===== config.mk =====
export PLATFORM = sky130hd
export DESIGN_NAME = multiplier_r16
export DESIGN_NICKNAME = d
export VERILOG_FILES = /design/src/rtl/multiplier_r16_pkg.sv /design/src/rtl/multiplier_r16_booth_r16_pp.sv /design/src/rtl/multiplier_r16.sv
export SDC_FILE = /design/constraint.sdc
export NUM_CORES = 1
export LEC_CHECK = 0
export ABC_AREA = 1
export CAP_MARGIN = 10
export CELL_PAD_IN_SITES_DETAIL_PLACEMENT = 1
export CELL_PAD_IN_SITES_GLOBAL_PLACEMENT = 2
export CORE_MARGIN = 2
export CORE_UTILIZATION = 29
export DETAILED_ROUTE_END_ITERATION = 7
export PLACE_DENSITY = 0.79
export SLEW_MARGIN = 30
export SYNTH_ARGS = -nofsm -noshare
export SYNTH_HDL_FRONTEND = slang
export SYNTH_SLANG_ARGS = --single-unit

===== constraint.sdc =====
create_clock -name clk -period 5.2 [get_ports clk]
set_input_delay 1.56 -clock clk [delete_from_list [all_inputs] [get_ports clk]]
set_output_delay 1.56 -clock clk [all_outputs]
set_load 0.01 [all_outputs]

===== src/rtl/multiplier_r16_pkg.sv =====
// Shared types and constants for the radix-16 Booth multiplier:
// FSM state encoding, recode window width and the digit recoder.
package multiplier_r16_pkg;

    typedef enum logic [1:0] {
        IDLE = 2'b00,
        EXEC = 2'b01,
        DONE = 2'b10
    } state_t;

    // Recode window: four new multiplier bits plus the previous top bit.
    localparam int DIGIT_W = 5;
    // Operands are extended by one digit so unsigned values recode correctly.
    localparam int EXT_W   = 4;

    // Window {b3,b2,b1,b0,b_prev} -> d = -8*b3 + 4*b2 + 2*b1 + b0 + b_prev.
    function automatic logic signed [4:0] booth_digit(input logic [DIGIT_W-1:0] win);
        booth_digit = $signed({win[4], win[4:1]}) + $signed({4'b0000, win[0]});
    endfunction

endpackage


===== src/rtl/multiplier_r16_booth_r16_pp.sv =====
// Radix-16 Booth partial-product generator: recodes a 5-bit window to a digit
// in -8..+8 and returns d*multiplicand as a WIDTH+8 bit two's-complement value.
module booth_r16_pp
    import multiplier_r16_pkg::*;
#(
    parameter int WIDTH = 32
) (
    input  logic [DIGIT_W-1:0]     window_i,
    input  logic [WIDTH+EXT_W-1:0] mcand_i,
    output logic [WIDTH+7:0]       pp_o
);

    localparam int PW = WIDTH + 8;

    logic signed [4:0] digit;
    logic              neg;
    logic [3:0]        mag;
    logic [PW-1:0]     m1;
    logic [PW-1:0]     mag_pp;

    always_comb begin
        digit = booth_digit(window_i);
        neg   = digit[4];
        // |-8| = 8 still fits in four unsigned bits.
        mag   = neg ? 4'(-digit) : digit[3:0];
        m1    = {{4{mcand_i[WIDTH+EXT_W-1]}}, mcand_i};
        case (mag)
            4'd0:    mag_pp = '0;
            4'd1:    mag_pp = m1;
            4'd2:    mag_pp = m1 << 1;
            4'd3:    mag_pp = (m1 << 1) + m1;
            4'd4:    mag_pp = m1 << 2;
            4'd5:    mag_pp = (m1 << 2) + m1;
            4'd6:    mag_pp = (m1 << 2) + (m1 << 1);
            4'd7:    mag_pp = (m1 << 3) - m1;
            4'd8:    mag_pp = m1 << 3;
            default: mag_pp = '0;
        endcase
        pp_o = neg ? -mag_pp : mag_pp;
    end

endmodule


===== src/rtl/multiplier_r16.sv =====
// Sequential radix-16 Booth multiplier: one digit per EXEC cycle, signed or
// unsigned operands, registered 2*WIDTH product presented in DONE.
module multiplier_r16
    import multiplier_r16_pkg::*;
#(
    parameter int WIDTH = 32
) (
    input  logic               clk,
    input  logic               reset,
    input  logic               op_start,
    input  logic               op_clear,
    input  logic               is_signed,
    input  logic [WIDTH-1:0]   multiplicand,
    input  logic [WIDTH-1:0]   multiplier,
    output logic [2*WIDTH-1:0] result,
    output logic               busy,
    output logic               op_done,
    output state_t             dbg_state
);

    localparam int XW   = WIDTH + EXT_W;
    localparam int AW   = WIDTH + 8;
    localparam int NDIG = WIDTH / 4 + 1;
    localparam int CW   = $clog2(NDIG + 1);

    if ((WIDTH % 4) != 0 || WIDTH < 8) begin : g_width_check
        $error("multiplier_r16: WIDTH must be a multiple of 4 and at least 8");
    end

    state_t             state_q, state_d;
    logic [CW-1:0]      iter_q, iter_d;
    logic [AW-1:0]      acc_q, acc_d;
    logic [XW-1:0]      mplr_q, mplr_d;
    logic [XW-1:0]      mcand_q, mcand_d;
    logic               prev_q, prev_d;
    logic               signed_q, signed_d;
    logic [2*WIDTH-1:0] result_q, result_d;

    logic          start_ok;
    logic [CW-1:0] last_iter;
    logic          last_digit;
    logic [AW-1:0] pp;
    logic [AW-1:0] sum;
    logic [AW-1:0] acc_shift;
    logic [XW-1:0] mplr_shift;

    booth_r16_pp #(.WIDTH(WIDTH)) u_pp (
        .window_i (({mplr_q[3:0], prev_q})),
        .mcand_i  (mcand_q),
        .pp_o     (pp)
    );

    assign start_ok   = op_start && (state_q == IDLE || state_q == DONE);
    // Unsigned operands need the extra zero-extension digit.
    assign last_iter  = signed_q ? CW'(WIDTH / 4 - 1) : CW'(WIDTH / 4);
    assign last_digit = (state_q == EXEC) && (iter_q == last_iter);
    assign sum        = acc_q + pp;
    assign acc_shift  = {{4{sum[AW-1]}}, sum[AW-1:4]};
    assign mplr_shift = {sum[3:0], mplr_q[XW-1:4]};

    // State register
    always_ff @(posedge clk) begin
        if (reset) begin
            state_q <= IDLE;
        end else begin
            state_q <= state_d;
        end
    end

    // Next-state logic
    always_comb begin
        state_d = state_q;
        if (op_clear) begin
            state_d = IDLE;
        end else begin
            case (state_q)
                IDLE:    if (op_start) state_d = EXEC;
                EXEC:    if (last_digit) state_d = DONE;
                DONE:    if (op_start) state_d = EXEC;
                default: state_d = IDLE;
            endcase
        end
    end

    // Output logic
    always_comb begin
        busy      = (state_q == EXEC);
        op_done   = (state_q == DONE);
        result    = result_q;
        dbg_state = state_q;
    end

    // Datapath next-state: operand capture, digit accumulate/shift, product latch.
    always_comb begin
        iter_d   = iter_q;
        acc_d    = acc_q;
        mplr_d   = mplr_q;
        mcand_d  = mcand_q;
        prev_d   = prev_q;
        signed_d = signed_q;
        result_d = result_q;
        if (op_clear) begin
            iter_d   = '0;
            acc_d    = '0;
            result_d = '0;
        end else if (start_ok) begin
            signed_d = is_signed;
            mcand_d  = {{EXT_W{is_signed & multiplicand[WIDTH-1]}}, multiplicand};
            mplr_d   = {{EXT_W{is_signed & multiplier[WIDTH-1]}}, multiplier};
            acc_d    = '0;
            prev_d   = 1'b0;
            iter_d   = '0;
        end else if (state_q == EXEC) begin
            acc_d  = acc_shift;
            mplr_d = mplr_shift;
            prev_d = mplr_q[3];
            iter_d = iter_q + CW'(1);
            // Low product bits have been shifted into the multiplier register.
            if (last_digit) begin
                if (signed_q) begin
                    result_d = {acc_shift[WIDTH-1:0], mplr_shift[XW-1:4]};
                end else begin
                    result_d = {acc_shift[WIDTH-5:0], mplr_shift};
                end
            end
        end
    end

    always_ff @(posedge clk) begin
        if (reset) begin
            iter_q   <= '0;
            acc_q    <= '0;
            mplr_q   <= '0;
            mcand_q  <= '0;
            prev_q   <= 1'b0;
            signed_q <= 1'b0;
            result_q <= '0;
        end else begin
            iter_q   <= iter_d;
            acc_q    <= acc_d;
            mplr_q   <= mplr_d;
            mcand_q  <= mcand_d;
            prev_q   <= prev_d;
            signed_q <= signed_d;
            result_q <= result_d;
        end
    end

endmodule

==> results.md <==
- Outcome: finished with violations
- Failing checks: negative setup slack
- Bufs on Longest Clock Path: 2
- Worst slew pin tran: 0.9217 ns
- CTS tree: built
- Most frequent cells in the layout: nand2_1 (1115), inv_1 (472), buf_4 (437)
- FF-to-FF path depth: 39
- Mean Syn Cell Area: 5.648 um2
- Setup CP Type: reg -> reg
- FP Rows: 95
- Slowest-stage cell, CP: dfxtp_2
- Cells after synthesis: 3488
- RSZ-0062 raised after global routing: true
- R2R Path End: result[62]
- Peak supply drop: 0.1552 mV
- FMAX: 190.2 MHz
- Hold path start: result[52]
- Setup total negative slack: -0.3696 ns
- Psw: 0.002703 W
- Clock power share: 0.228
- Initial antenna violation count: 5
- Detailed-route wire length per cell: 19.61 um
- Reg-to-reg setup timing slack: -0.06 ns
- Port Buffer Count: 136
- CTS Buf Count: 17
- Share of cells above drive strength 1: 0.2117
- Pin count of the biggest net entering global routing: 61
- Fin nets: 4249
- Maxcap violations: 0
- Setup crit end kind: register
- Post-synth EDFFs: 0
- Sequential Power Share: 0.237
- GR Util All Layers: 0.2669
- Vias: 24850
- Post-synthesis cell area: 19700 um2
- Combinational Power Share: 0.535
- Design Area, Final: 27730 um2
- Synth-to-Final Area Change: 40.76%
- Hold Path Cell Cnt: 2
- Final wirelength: 96.59 mm
- Worst Skew: 0.03112 ns
- Hold EP: result[52]
- Antenna Nets Post-Route: 0
- CP bufs+invs: 8
- Num ports: 137
- Total grt overflow: 0
- DR iter-0 viols: 1644
- Slew headroom: 0.3803
- Clk root buf: clkbuf_16
- Pwr Density: 221.3 nW/um2
- Startpoint Class: register
- Htree depth: 4
- Final hold violations: 0
- Max FO, Critical Path: 6
- CTS clock-pin slew for the worst setup and hold paths: 0.08 ns
- Max Slew Vio Count: 0
- Vias in the first global route: 24570
- Internal Pwr Total: 0.003434 W
- Syn nets: 3701
- Clock Latency Late Sink: 0.51 ns
- Final Critical Period: 5.257 ns
- Post-synthesis sequential area ratio: 0.1799
- Routability Congestion: 0.9221
- Hold_ws: 0.4698 ns
- Hpwl dp: 78.16 mm
- Die Y: 264.6 um
- Global-route wire length before repair: 144.3 mm
- Hold buffer count at CTS: 0
- Ys async rst share: 0
- Dominant synthesized flop cell: dfxtp_1
- CP delay by family, top: simple AND/OR/NAND/NOR gates
- DP Area: 25270 um2
- Distinct cells, synth: 47
- Final setup viols: 11
- Core Area: 67160 um2
- Drt via density: 5.044
- Initial core utilization: 0.2933
- Commonest non-fill, non-tap cell in the layout: nand2_1
- Sw frac: 0.4404
- Hold Path Class: reg -> reg
- Count of state elements after synthesis: 177
- 1st-pass router iterations: 5
- Yosys Warn Count: 0
- Worst Path Required: 5.62 ns
- RR Startpoint: mplr_q[0]
- Die area: 70030 um2
- Final period util: 1.011
- Largest stage delay, worst path: 0.35 ns
- Chip Width: 264.6 um
- DRC: 0
- Leak: 14.04 nW
- WP data arrival: 5.68 ns
- Final Worst Setup Slack: -0.05677 ns
- Clk sink count: 177
-- power groups by stage --
stage          Clock, W  Combinational [W]  Sequential [W]
2_1_floorplan         0            0.00147         0.00148
3_3_place_gp          0            0.00279         0.00148
3_5_place_dp          0            0.00283         0.00148
4_1_cts         0.00142            0.00293         0.00145
5_1_grt         0.00147            0.00357         0.00146
6_report        0.00140            0.00328         0.00146
-- worst max-delay path by stage --
stage,cells after the start,slack (ns),from,endpoint
floorplan,35,0.40,mplr_q[0],acc_q[34]
global placement,31,-0.42,mplr_q[0],result[61]
detailed placement,34,-0.49,mplr_q[0],result[61]
CTS,34,0.001,prev_q,result[60]
global route,39,-0.38,mplr_q[0],acc_q[33]
finish,39,-0.06,mplr_q[0],result[62]
-- flip-flops by register name, indices dropped and copies added (netlist names) --
register / count
prev_q: 1
iter_q: 4
mcand_q: 33
result: 64
acc_q: 36
signed_q: 1
dbg_state: 2
mplr_q: 36
-- logic make-up after synthesis --
| group | count (synthesis) | share of synthesized area |
|---|---|---|
| compound gates | 515 | 0.1568 |
| xor+xnor | 82 | 0.03646 |
| fa+ha+maj | 144 | 0.09260 |
| buf+inv | 601 | 0.1190 |
| flops | 177 | 0.1799 |
| simple gates | 1969 | 0.4153 |
-- tightest hold or removal path, delay by kind of cell, from the launching register on --
family | cells | cell delay, ns
AOI/OAI and AO/OA | 1 | 0.05
DFF | 1 | 0.32
and+or+nand+nor | 1 | 0.06
-- layout make-up --
class                           count  area [um2]
Multi-Input combinational cell   2710       15180
Fill cell                        8955       39430
Sequential cell                   177        3552
Inverter                          503        1906
Clock inverter                     14       162.7
Timing Repair Buffer              627        5390
Antenna cell                        4       10.01
Clock buffer                       18       439.2
Tap cell                          873        1092
-- metal layers --
layer	vias to the layer above	track usage	routed length [um]
met4	2	0.07310	2375
met3	122	0.04338	4981
met5	-	0	10
met2	546	0.4218	42850
met1	11820	0.3736	46370
li1	12350	-	-
-- what timing repair did --
item / in CTS / in global routing
pin swaps: 49 / 138
buffers inserted: 12 / 29
setup endpoints to repair: 42 / 46
resized for setup: 114 / 290
-- Yosys cell counts (all sizes together) (3+ instances only) --
cell       n  area share
a211oi    35       0.013
a21boi     5      0.0019
a21o       5      0.0019
a21oi    179       0.045
a311oi    38       0.017
a31oi     37       0.012
and2       6      0.0019
buf       23      0.0088
clkbuf    75       0.014
clkinv     3     0.00057
dfxtp    177        0.18
fa         3      0.0030
ha       141       0.090
inv      500       0.095
nand2   1191        0.23
nand3    243       0.063
nand3b    25      0.0095
nand4     47       0.015
nor2     414       0.084
nor3      33      0.0084
nor4       4      0.0013
o211ai    39       0.015
o21a       5      0.0019
o21ai    135       0.035
o21bai    20      0.0076
o221ai     3      0.0013
o22ai      8      0.0025
o31ai      4      0.0015
or2        5      0.0016
xnor2     31       0.014
xor2      51       0.023
-- through the flow --
| step | util | total power, W | setup WS, ns | cells |
|---|---|---|---|---|
| after floorplan | - | 0.002950 | 0.3983 | 3488 |
| after global placement | 0.3762 | 0.004272 | -0.4216 | 4850 |
| after detailed placement | 0.3763 | 0.004310 | -0.4870 | 4850 |
| after CTS | 0.3925 | 0.005809 | 0.001184 | 4894 |
| after global routing | 0.4129 | 0.006499 | -0.3753 | 4926 |
| final | 0.4129 | 0.006137 | -0.05677 | 4926 |
No activity file was read; power rests on OpenSTA's default activity.
